$ cat config.mk
export PLATFORM = sky130hd
export DESIGN_NAME = pwm_period_meter
export DESIGN_NICKNAME = d
export VERILOG_FILES = /design/src/rtl/servo_pkg.sv /design/src/rtl/sync_edge_detect.sv /design/src/rtl/pwm_period_meter.sv
export SDC_FILE = /design/constraint.sdc
export NUM_CORES = 1
export LEC_CHECK = 0
export ABC_CLOCK_PERIOD_IN_PS = 2500
export BUFFER_PORTS_ARGS = -buffer_cell sky130_fd_sc_hd__buf_2
export CAP_MARGIN = 5
export CORE_ASPECT_RATIO = 1.4
export CORE_MARGIN = 2
export CORE_UTILIZATION = 42
export CTS_BUF_LIST = sky130_fd_sc_hd__clkbuf_2
export CTS_CLUSTER_DIAMETER = 120
export CTS_CLUSTER_SIZE = 30
export DETAILED_ROUTE_END_ITERATION = 10
export SETUP_SLACK_MARGIN = 0.3
export SYNTH_ARGS = -nofsm -noshare
export SYNTH_HDL_FRONTEND = slang
export SYNTH_SLANG_ARGS = --single-unit
export TNS_END_PERCENT = 1
$ cat constraint.sdc
create_clock -name clk_in -period 2.5 [get_ports clk_in]
set_clock_uncertainty 0.1 [all_clocks]
set_input_delay 0.375 -clock clk_in [delete_from_list [all_inputs] [get_ports clk_in]]
set_output_delay 0.375 -clock clk_in [all_outputs]
set_load 0.02 [all_outputs]
$ cat src/rtl/servo_pkg.sv
// Shared types and constants for the servo capture datapath.
package servo_pkg;

  localparam int unsigned CNT_W      = 32;
  localparam int unsigned MIN_PERIOD = 2;

  typedef enum logic {
    ST_IDLE,
    ST_MEAS
  } meter_state_t;

  // Saturating increment; counters must never wrap.
  function automatic logic [CNT_W-1:0] sat_inc(input logic [CNT_W-1:0] v);
    return (v == {CNT_W{1'b1}}) ? v : v + 1'b1;
  endfunction

endpackage

$ cat src/rtl/sync_edge_detect.sv
// Multi-flop synchronizer for an asynchronous input, plus a delayed copy
// for rising-edge detection in the clk_in domain.
module sync_edge_detect #(
  parameter int unsigned SYNC_STAGES = 2
) (
  input  logic clk_in,
  input  logic rst,
  input  logic sig_in,
  output logic s,
  output logic rise
);

  logic [SYNC_STAGES-1:0] sync_q;
  logic                   s_d_q;

  always_ff @(posedge clk_in) begin
    if (rst) begin
      sync_q <= '0;
      s_d_q  <= 1'b0;
    end else begin
      sync_q <= {sync_q[SYNC_STAGES-2:0], sig_in};
      s_d_q  <= sync_q[SYNC_STAGES-1];
    end
  end

  assign s    = sync_q[SYNC_STAGES-1];
  assign rise = sync_q[SYNC_STAGES-1] & ~s_d_q;

endmodule

$ cat src/rtl/pwm_period_meter.sv
// Measures period and high time of each full cycle of sig_in in clk_in cycles,
// flagging a timeout when no rising edge arrives within TIMEOUT cycles.
module pwm_period_meter
  import servo_pkg::*;
#(
  parameter int unsigned      SYNC_STAGES = 2,
  parameter logic [CNT_W-1:0] TIMEOUT     = 32'd50_000_000
) (
  input  logic             clk_in,
  input  logic             rst,
  input  logic             sig_in,
  output logic [CNT_W-1:0] period,
  output logic [CNT_W-1:0] high_time,
  output logic             meas_valid,
  output logic             timeout
);

  if (SYNC_STAGES < 2 || SYNC_STAGES > 4 || TIMEOUT < MIN_PERIOD) begin : g_bad_param
    $error("pwm_period_meter: illegal SYNC_STAGES or TIMEOUT");
  end

  logic s;
  logic rise;

  sync_edge_detect #(
    .SYNC_STAGES(SYNC_STAGES)
  ) u_sync (
    .clk_in(clk_in),
    .rst   (rst),
    .sig_in(sig_in),
    .s     (s),
    .rise  (rise)
  );

  meter_state_t     state_q, state_d;
  logic [CNT_W-1:0] pcnt_q, pcnt_d;
  logic [CNT_W-1:0] hcnt_q, hcnt_d;
  logic [CNT_W-1:0] period_q, period_d;
  logic [CNT_W-1:0] high_q, high_d;
  logic             valid_q, valid_d;
  logic             timeout_q, timeout_d;

  // Loading 1 on rise makes pcnt == N at the next rise N cycles later.
  always_comb begin
    pcnt_d = rise ? CNT_W'(1) : sat_inc(pcnt_q);
    hcnt_d = hcnt_q;
    if (rise) begin
      hcnt_d = CNT_W'(1);
    end else if (s) begin
      hcnt_d = sat_inc(hcnt_q);
    end
  end

  always_comb begin
    state_d   = state_q;
    period_d  = period_q;
    high_d    = high_q;
    valid_d   = 1'b0;
    timeout_d = timeout_q;
    unique case (state_q)
      ST_IDLE: begin
        if (rise) begin
          state_d   = ST_MEAS;
          timeout_d = 1'b0;
        end
      end
      ST_MEAS: begin
        // A rise coinciding with pcnt == TIMEOUT is still a valid measurement.
        if (rise) begin
          period_d  = pcnt_q;
          high_d    = hcnt_q;
          valid_d   = 1'b1;
          timeout_d = 1'b0;
        end else if (pcnt_q == TIMEOUT) begin
          state_d   = ST_IDLE;
          timeout_d = 1'b1;
        end
      end
    endcase
  end

  always_ff @(posedge clk_in) begin
    if (rst) begin
      state_q   <= ST_IDLE;
      pcnt_q    <= '0;
      hcnt_q    <= '0;
      period_q  <= '0;
      high_q    <= '0;
      valid_q   <= 1'b0;
      timeout_q <= 1'b0;
    end else begin
      state_q   <= state_d;
      pcnt_q    <= pcnt_d;
      hcnt_q    <= hcnt_d;
      period_q  <= period_d;
      high_q    <= high_d;
      valid_q   <= valid_d;
      timeout_q <= timeout_d;
    end
  end

  assign period     = period_q;
  assign high_time  = high_q;
  assign meas_valid = valid_q;
  assign timeout    = timeout_q;

endmodule

==> results of run 1 <==
-- critical path, cell delays in order, from the launching register on --
cell and delay (ps):
dfxtp_1 530, nand4_4 180, or4_4 670, a211oi_4 300, a31oi_1 130, a41o_1 210
-- per-layer routing --
metal  wire, microns  share of wire  GRT usage
met5               0              0          0
met4             289          0.020     0.0839
met3             451          0.031     0.0413
met2            7970           0.55      0.381
met1            5840           0.40      0.201
-- Yosys cell counts, drive strengths merged (2+ instances only) --
cell type / instances / share of area
a211oi: 4 / 0.0072
a21oi: 91 / 0.078
a31o: 2 / 0.0030
a31oi: 11 / 0.012
a41o: 4 / 0.0068
and2: 11 / 0.012
and3: 9 / 0.0096
and4: 9 / 0.014
buf: 15 / 0.016
clkbuf: 36 / 0.023
dfxtp: 134 / 0.46
ha: 3 / 0.0064
inv: 6 / 0.0038
mux2i: 2 / 0.0034
nand2: 167 / 0.11
nand2b: 3 / 0.0032
nand3: 21 / 0.019
nand4: 28 / 0.035
nor2: 43 / 0.027
nor2b: 4 / 0.0043
nor3: 4 / 0.0053
nor4: 12 / 0.024
nor4b: 4 / 0.0060
o2111ai: 2 / 0.0030
o211ai: 5 / 0.0064
o21ai: 10 / 0.0085
o311ai: 2 / 0.0030
o31ai: 7 / 0.0089
o41ai: 4 / 0.0060
or3: 9 / 0.0096
or4: 10 / 0.013
xnor2: 17 / 0.025
xor2: 12 / 0.018
-- cell usage in the layout (no fill, tap or decap), types with 11 or more instances in the layout --
cell type  count
buf_4         20
dfxtp_1      128
xor2_1        12
nand4_1       25
clkbuf_2      18
buf_2         68
a21oi_1       91
nand2_1      166
a31oi_1       11
xnor2_1       17
nor2_1        43
nand3_1       20
-- cells by family (layout without fill, tap and decap cells) --
kind of cell / Yosys count / count (layout) / synth area share
AOI/OAI and AO/OA: 148 / 148 / 0.154
xor gates and xnor gates: 29 / 29 / 0.0432
adders and majority gates: 3 / 3 / 0.00639
buffers and inverters: 57 / 128 / 0.0424
DFF: 134 / 134 / 0.457
muxes: 2 / 2 / 0.00341
other: 0 / 1 / 0
and+or+nand+nor: 338 / 338 / 0.294
-- final timing paths --
check	cells past startpoint	endpoint	slack [ps]	start
max	5	pcnt_q[21]$_SDFFE_PP0P_	300	pcnt_q[4]$_SDFFE_PP0P_
min reg2reg	2	high_time[7]$_SDFFE_PP0P_	360	high_time[7]$_SDFFE_PP0P_
max reg2reg	5	pcnt_q[21]$_SDFFE_PP0P_	300	pcnt_q[4]$_SDFFE_PP0P_
min	3	pcnt_q[0]$_SDFFE_PP0P_	70	rst
-- power breakdown --
group          internal, mW  total (mW)  switching [mW]
Combinational        0.0278       0.106          0.0778
Clock                 0.368        1.21           0.843
Sequential             2.15        2.16          0.0101
-- flip-flops by register name (all words and copies together), names as in the netlist --
name,count
hcnt_q,32
high_time,32
pcnt_q,32
period,32
u_sync.sync_q,2
meas_valid,1
state_q,1
timeout,1
u_sync.s_d_q,1
-- layout make-up --
class / instances / area [sq um] / area share
diodes: 1 / 2.50 / 0.000376
clock buffers: 18 / 90.1 / 0.0135
clock inverters: 14 / 128 / 0.0192
inverters: 6 / 22.5 / 0.00338
multi-input cells: 520 / 2980 / 0.447
flip-flops and latches: 134 / 2690 / 0.404
well taps: 185 / 231 / 0.0347
repair buffers: 90 / 520 / 0.0781
-- through the flow --
| step | std cells | power [mW] | setup WS [ps] | util |
|---|---|---|---|---|
| 2_1_floorplan | 711 | 2.27 | 473 | - |
| 3_3_place_gp | 932 | 2.30 | 326 | 0.463 |
| 3_5_place_dp | 932 | 2.31 | 248 | 0.463 |
| 4_1_cts | 965 | 3.51 | 279 | 0.480 |
| 5_1_grt | 968 | 3.62 | 223 | 0.483 |
| 6_report | 968 | 3.47 | 305 | 0.483 |
-- repair_timing --
action	CTS	global route
pin swaps	0	2
setup buffers	0	2
setup endpoints to repair	8	36
endpoints found under the hold margin	1	0
gates cloned	0	0
hold buffers	1	0
gates resized for setup	1	9
==> results.md, run 1 <==
* WL/cell at 15.0 microns
* Avg Cell Area, Syn at 8.26 sq um
* Detailed-route wire length at 14600 microns
* Main synth FF type: dfxtp_1
* IO buf count at 68
* Worst relative slew slack at 0.343
* Peak supply drop at between 0.2 and 0.25 mV
* RSZ-0062 raised after global routing: true
* FF+latch count, synth at approximately 130
* Ports at 69
* Critical Path Source Type: register
* Die H at approximately 140 microns
* Final Hold Violating Endpoints at 0
* Core footprint at between 10000 and 15000 sq um
* Starting Density at 0.426
* Gr usage total at 0.195
* Async S/R FF share, synth at 0
* Min-Delay Path Class: in2reg
* Detail Placement HPWL at 10400 microns
* Die Wd at just over 100 microns
* Final setup vio count at 0
* CTS tree: built
* First-pass GRT wire length at 23600 microns
* Maximum fanout along the worst path at 9
* Synth cell types at 55
* Worst Path Arrival at about 2700 ps
* Total Die Area at 15000 sq um
* PD cells at approximately 520 nW/um^2
* CTS Buf Count at 17
* GP Congestion at 0.883
* CTS Buffer Depth at 2
* H-tree levels at 4
* Fillcell total at between 1000 and 1500
* CP Data Required Time at around 3000 ps
* FP Rows at just over 50
* Worst-Skew Late Latency at slightly below 700 ps
* Largest net degree at the start of global routing at 50
* Critical path capture point type: register
* CTS Root Buffer Type: clkbuf_2
* Crit Path Category: reg2reg
* Final period util at 0.878
* Max Cap Viol at 0
* Area after DPL at 6390 sq um
* Number of flops mapped to enable cells by yosys at 0
* Pre-antenna DRT Iters at 4
* F_max at approximately 0.46 GHz
* Global route total overflow at 0
* Area Overhead vs Synth at 13.4%
* Nets@finish at slightly below 800
* Mapped cell area at 5870 sq um
* Hold slack at between 70 and 80 ps
* Vias at 5254
* Sequential share of the synthesized area at 0.457
* Fin area at around 6700 sq um
* Initial drt markers at around 250
* Synthesis warning total at 0
* Sink Count at around 130
* TNS Setup at 0 ps
* Vias in the first global route at 5103
* Clock transition at path regs at between 200 and 250 ps
* Net Count, Synth at around 720
* Worst slew pin tran at about 1000 ps
* Via density at around 5.4
* Slew Limit Fails at 0
* Initial antenna violation count at 1
* Antenna-violating nets left at 0
* Layout cells sized above 1 at 0.194
* Gate Count Post-Synth at approximately 700
* P_leak at about 2.4 nW
* DRC violations left at 0
* Min Tclk post-route at 2200 ps
* Status: complete, no violations
Note: power is estimated with default switching activity, not from simulation.
==> run 2: changes to the inputs <==
--- a/config.mk
+++ b/config.mk
@@ -15,6 +15,7 @@
 export CTS_CLUSTER_DIAMETER = 120
 export CTS_CLUSTER_SIZE = 30
 export DETAILED_ROUTE_END_ITERATION = 10
+export REMOVE_ABC_BUFFERS = 1
 export SETUP_SLACK_MARGIN = 0.3
 export SYNTH_ARGS = -nofsm -noshare
 export SYNTH_HDL_FRONTEND = slang
==> run 2 against run 1 <==
  * Register-to-register slack improved by 50 ps
  * Global-route usage fell by 0.24 points
  * Largest power group unchanged
  * Setup slack improved by 47 ps
  * First-iteration DRC count fell by 18%
  * Highest routed layer unchanged
  * Design area is 1.4% higher
  * Hold slack better by 290 ps
  * Sequential share of layout area fell by 0.48 points
==> results.md, run 2 (synthesized netlist as in run 1, its figures left out) <==
* FP Rows at just over 50
* P_leak at between 2 and 3 nW
* Critical path capture point type: register
* Area Overhead vs Synth at 15.1%
* Dpl ws at around 220 ps
* Most common cell after layout, fill and taps aside: nand2_1
* Critical Path Source Type: register
* PD cells at 540 nW/um^2
* CTS Buffer Depth at 2
* Vias at just over 5000
* Min-Delay Path Class: reg2reg
* Slew Limit Fails at 0
* Worst Hold Depth at 2
* Detailed-route wire length at 14100 microns
* Most frequent cells in the layout: nand2_1, dfxtp_1, a21oi_1, buf_2, nor2_1
* Max incr delay on CP at 640 ps
* Gr usage total at 0.193
* Vias in the first global route at ~5000
* Largest net degree at the start of global routing at 65
* Min Tclk post-route at ~2100 ps
* Final Hold Violating Endpoints at 0
* Status: complete, no violations
* CP delay by family, top: simple AND/OR/NAND/NOR gates
* Crit Path Category: reg2reg
* Worst slew pin tran at about 900 ps
* Hold slack at 363 ps
* Worst Path Arrival at between 2000 and 3000 ps
* Ports at 69
* Final worst setup slack at between 300 and 400 ps
* Nets@finish at 778
* WP depth at 6
* Post-Place Cells at between 900 and 1000
* CTS tree: built
* Worst-path cell chain: nand4_2 > or4_4 > buf_4 > o2111ai_1 > xor2_1 > nor2_1
* IO buf count at approximately 70
* Reg2Reg Depth at 6
* CTS Buf Count at 17
* WL/cell at 14.5 microns
* Layout cells sized above 1 at 0.201
* Sink Count at between 100 and 150
* Pre-antenna DRT Iters at 4
* Maximum fanout along the worst path at 5
* DRC violations left at 0
* Worst Path Buf+Inv at 1
* H-tree levels at 4
* Clock transition at path regs at 210 ps
* F_max at around 0.47 GHz
* Fin cells at just under 1000
* Final period util at 0.859
* Antenna-violating nets left at 0
* Initial drt markers at between 200 and 250
* First-pass GRT wire length at between 20000 and 25000 microns
* RSZ-0062 raised after global routing: true
* Die Wd at a little over 100 microns
* GP Congestion at around 0.86
* Global route total overflow at 0
* Detail Placement HPWL at just under 10000 microns
* Starting Density at 0.426
* CTS Root Buffer Type: clkbuf_2
* Final setup vio count at 0
* Via density at 5.35
* Total Die Area at between 10000 and 15000 sq um
* CP Data Required Time at 3020 ps
* Initial antenna violation count at 1
* Worst-Skew Late Latency at approximately 720 ps
* Worst relative slew slack at 0.392
* Max Cap Viol at 0
* Core footprint at 13800 sq um
* Die H at ~140 microns
* Slowest CP cell: or4_4
* Peak supply drop at between 0.3 and 0.4 mV
## run 2: metrics by stage
| stage | power, mW | setup TNS (ps) | util | instance area, sq um |
|---|---|---|---|---|
| global route | 3.78 | 0 | 0.490 | 6760 |
| detailed placement | 2.31 | 0 | 0.464 | 6400 |
| global placement | 2.31 | 0 | 0.464 | 6400 |
| finish | 3.65 | 0 | 0.490 | 6760 |
| floorplan | 2.25 | -9830 | - | 5650 |
| CTS | 3.69 | 0 | 0.485 | 6680 |
## run 2: worst paths after layout
| check | start | endpoint | slack (ps) |
|---|---|---|---|
| setup / recovery | pcnt_q[9]$_SDFFE_PP0P_ | pcnt_q[4]$_SDFFE_PP0P_ | 350 |
| hold / removal | high_time[4]$_SDFFE_PP0P_ | high_time[4]$_SDFFE_PP0P_ | 360 |
| setup reg to reg | pcnt_q[9]$_SDFFE_PP0P_ | pcnt_q[4]$_SDFFE_PP0P_ | 350 |
| hold reg to reg | high_time[4]$_SDFFE_PP0P_ | high_time[4]$_SDFFE_PP0P_ | 360 |
## run 2: worst reg2reg max path, delay by kind of cell, from the launching register on
family	cells	cell delay, ps
AND/OR/NAND/NOR	3	910
XOR/XNOR	1	170
buffers and inverters	1	190
flip-flops	1	440
AO/OA/AOI/OAI	1	230
## run 2: cell type report
class	count	area, sq um
Timing Repair Buffer	93	573
Fill cell	1444	7020
Inverter	6	22.5
Clock inverter	13	155
Multi-Input combinational cell	520	2980
Sequential cell	134	2700
Clock buffer	19	95.1
Antenna cell	1	2.50
Tap cell	185	231
## run 2: power by group
group          internal [mW]  switching (mW)
registers               2.15          0.0113
clock network          0.564           0.812
logic                 0.0341          0.0791
total                   2.75           0.902
## run 2: routing by layer
metal,global-route usage,vias up,routed length [microns]
met1,0.209,2462,5770
met3,0.0381,17,493
met5,0,-,0
met2,0.366,96,7640
li1,-,2620,-
met4,0.0797,0,201
## run 2: repair_timing
item	in CTS	in global routing
endpoints found under the setup margin	8	33
pin swaps	0	5
hold buffers	3	0
resized for setup	1	15
setup buffers	0	5
endpoints found under the hold margin	15	0
==> run 3: changes to the inputs <==
--- a/config.mk
+++ b/config.mk
@@ -10,11 +10,12 @@
 export CAP_MARGIN = 5
 export CORE_ASPECT_RATIO = 1.4
 export CORE_MARGIN = 2
-export CORE_UTILIZATION = 42
+export CORE_UTILIZATION = 50
 export CTS_BUF_LIST = sky130_fd_sc_hd__clkbuf_2
 export CTS_CLUSTER_DIAMETER = 120
 export CTS_CLUSTER_SIZE = 30
 export DETAILED_ROUTE_END_ITERATION = 10
+export PLACE_DENSITY = 0.7
 export REMOVE_ABC_BUFFERS = 1
 export SETUP_SLACK_MARGIN = 0.3
 export SYNTH_ARGS = -nofsm -noshare
==> run 3 against run 2 <==
  * Final cell count decreased by 4.3%
  * Sequential share of layout area rose by 0.61 points
  * Register-to-register slack worse by 70 ps
  * Critical path type unchanged
  * Largest power group unchanged
==> results.md, run 3 (synthesized netlist as in run 1, its figures left out) <==
* Status: complete, no violations
* CTS tree: built
* CP Data Required Time at ~3000 ps
* Power Total at approximately 3.5 mW
* Ports at between 60 and 70
* CTS Buffer Depth at 2
* Via density at 5.68
* CTS Root Buffer Type: clkbuf_2
* Pre-antenna DRT Iters at 5
* Worst slew pin tran at a little under 900 ps
* Antenna-violating nets left at 0
* Slew Limit Fails at 0
* Min-Delay Path Class: in2reg
* Most common cell after layout, fill and taps aside: nand2_1
* Die H at roughly 130 microns
* DRC violations left at 0
* Nets@finish at between 700 and 800
* Fin area at around 6600 sq um
* Detail Placement HPWL at 9540 microns
* Die Wd at ~96 microns
* Met3 WL at 513 microns
* Peak supply drop at 0.337 mV
* P_leak at about 2.4 nW
* Initial antenna violation count at 0
* M1 WL at around 5400 microns
* WL/cell at 14.5 microns
* CTS Buf Count at 17
* Min Tclk post-route at around 2200 ps
* Area Overhead vs Synth at 13.0%
* Critical Path Source Type: register
* DR WL met2 at roughly 7400 microns
* Worst Path Arrival at ~2700 ps
* Critical path capture point type: register
* GP Congestion at ~0.93
* Total Die Area at about 13000 sq um
* Final Hold Violating Endpoints at 0
* Sink Count at ~130
* F_max at 0.451 GHz
* Area after DPL at between 6000 and 7000 sq um
* Max Cap Viol at 0
* Worst relative slew slack at 0.411
* DR top layer: met4
* Final period util at 0.888
* Layout cells sized above 1 at 0.195
* IO buf count at slightly below 70
* First-pass GRT wire length at approximately 23000 microns
* H-tree levels at 4
* Antenna diodes at 0
* FP Rows at between 40 and 50
* Largest net degree at the start of global routing at 51
* Starting Density at 0.515
* Global route total overflow at 0
* Worst-Skew Late Latency at 700 ps
* Detailed-route wire length at between 10000 and 15000 microns
* Fin util at 0.582
* Initial drt markers at about 190
* RSZ-0062 raised after global routing: true
* Vias at between 5000 and 6000
* Vias in the first global route at between 5000 and 6000
* PD cells at around 530 nW/um^2
* Final setup vio count at 0
* Most frequent cells in the layout: nand2_1, dfxtp_1, a21oi_1, buf_2, nor2_1
* Gr usage total at 0.224
* Clock transition at path regs at 180 ps
* Crit Path Category: reg2reg
* Core footprint at between 10000 and 15000 sq um
* Maximum fanout along the worst path at 9
==> run 3: cell count changes in the layout (fill, tap and decap cells not counted), sizes merged <==
cell | before | now
clkinv | 7 | 5
inv | 8 | 6
clkbuf | 19 | 22
clkinvlp | 1 | 3
bufinv | 3 | 2
buf | 90 | 91
dlygate4sd3 | 3 | 2
diode | 1 | 0
==> run 3: repair_timing <==
item,CTS,global route
endpoints found under the setup margin,9,35
endpoints found under the hold margin,3,0
resized for setup,1,7
pin swaps,0,3
hold buffers,2,0
buffers inserted,0,5
==> run 3: worst paths after layout <==
path / startpoint / to / slack (ps) / depth (start not counted)
setup reg to reg: pcnt_q[7]$_SDFFE_PP0P_ / pcnt_q[21]$_SDFFE_PP0P_ / 280 / 5
hold reg to reg: high_time[3]$_SDFFE_PP0P_ / high_time[3]$_SDFFE_PP0P_ / 360 / 2
setup / recovery: pcnt_q[7]$_SDFFE_PP0P_ / pcnt_q[21]$_SDFFE_PP0P_ / 280 / 5
hold / removal: sig_in / u_sync.sync_q[0]$_SDFF_PP0_ / 340 / 3
==> run 3: layout make-up <==
type / instances / area (sq um)
clock inverters: 10 / 106
multi-input cells: 520 / 2970
clock buffers: 22 / 110
repair buffers: 93 / 558
inverters: 6 / 22.5
flip-flops and latches: 134 / 2690
fillers: 1107 / 4760
well taps: 144 / 180
==> run 3: metal layers <==
layer  vias up  track usage
li1       2617            -
met1      2518        0.247
met2       122        0.404
met3        19       0.0526
met4         0       0.0817
met5         -            0
==> run 3: where the power goes <==
group,switching [mW],internal (mW),total [mW]
clock network,0.763,0.467,1.23
registers,0.0104,2.15,2.16
logic,0.0760,0.0296,0.106
total,0.850,2.64,3.49
==> run 3: critical path, cell delays in order (launching register included) <==
cell      delay [ps]
dfxtp_1          470
nand4_2          230
or4_4            660
a211oi_4         300
a31oi_1          140
a41o_1           220
==> run 3: through the flow <==
stage / setup slack, ps / hold slack (ps) / setup TNS (ps) / instances
2_1_floorplan: -498 / 314 / -9830 / 660
3_3_place_gp: 303 / 339 / 0 / 890
3_5_place_dp: 233 / 344 / 0 / 890
4_1_cts: 251 / 270 / 0 / 924
5_1_grt: 179 / 319 / 0 / 929
6_report: 281 / 339 / 0 / 929
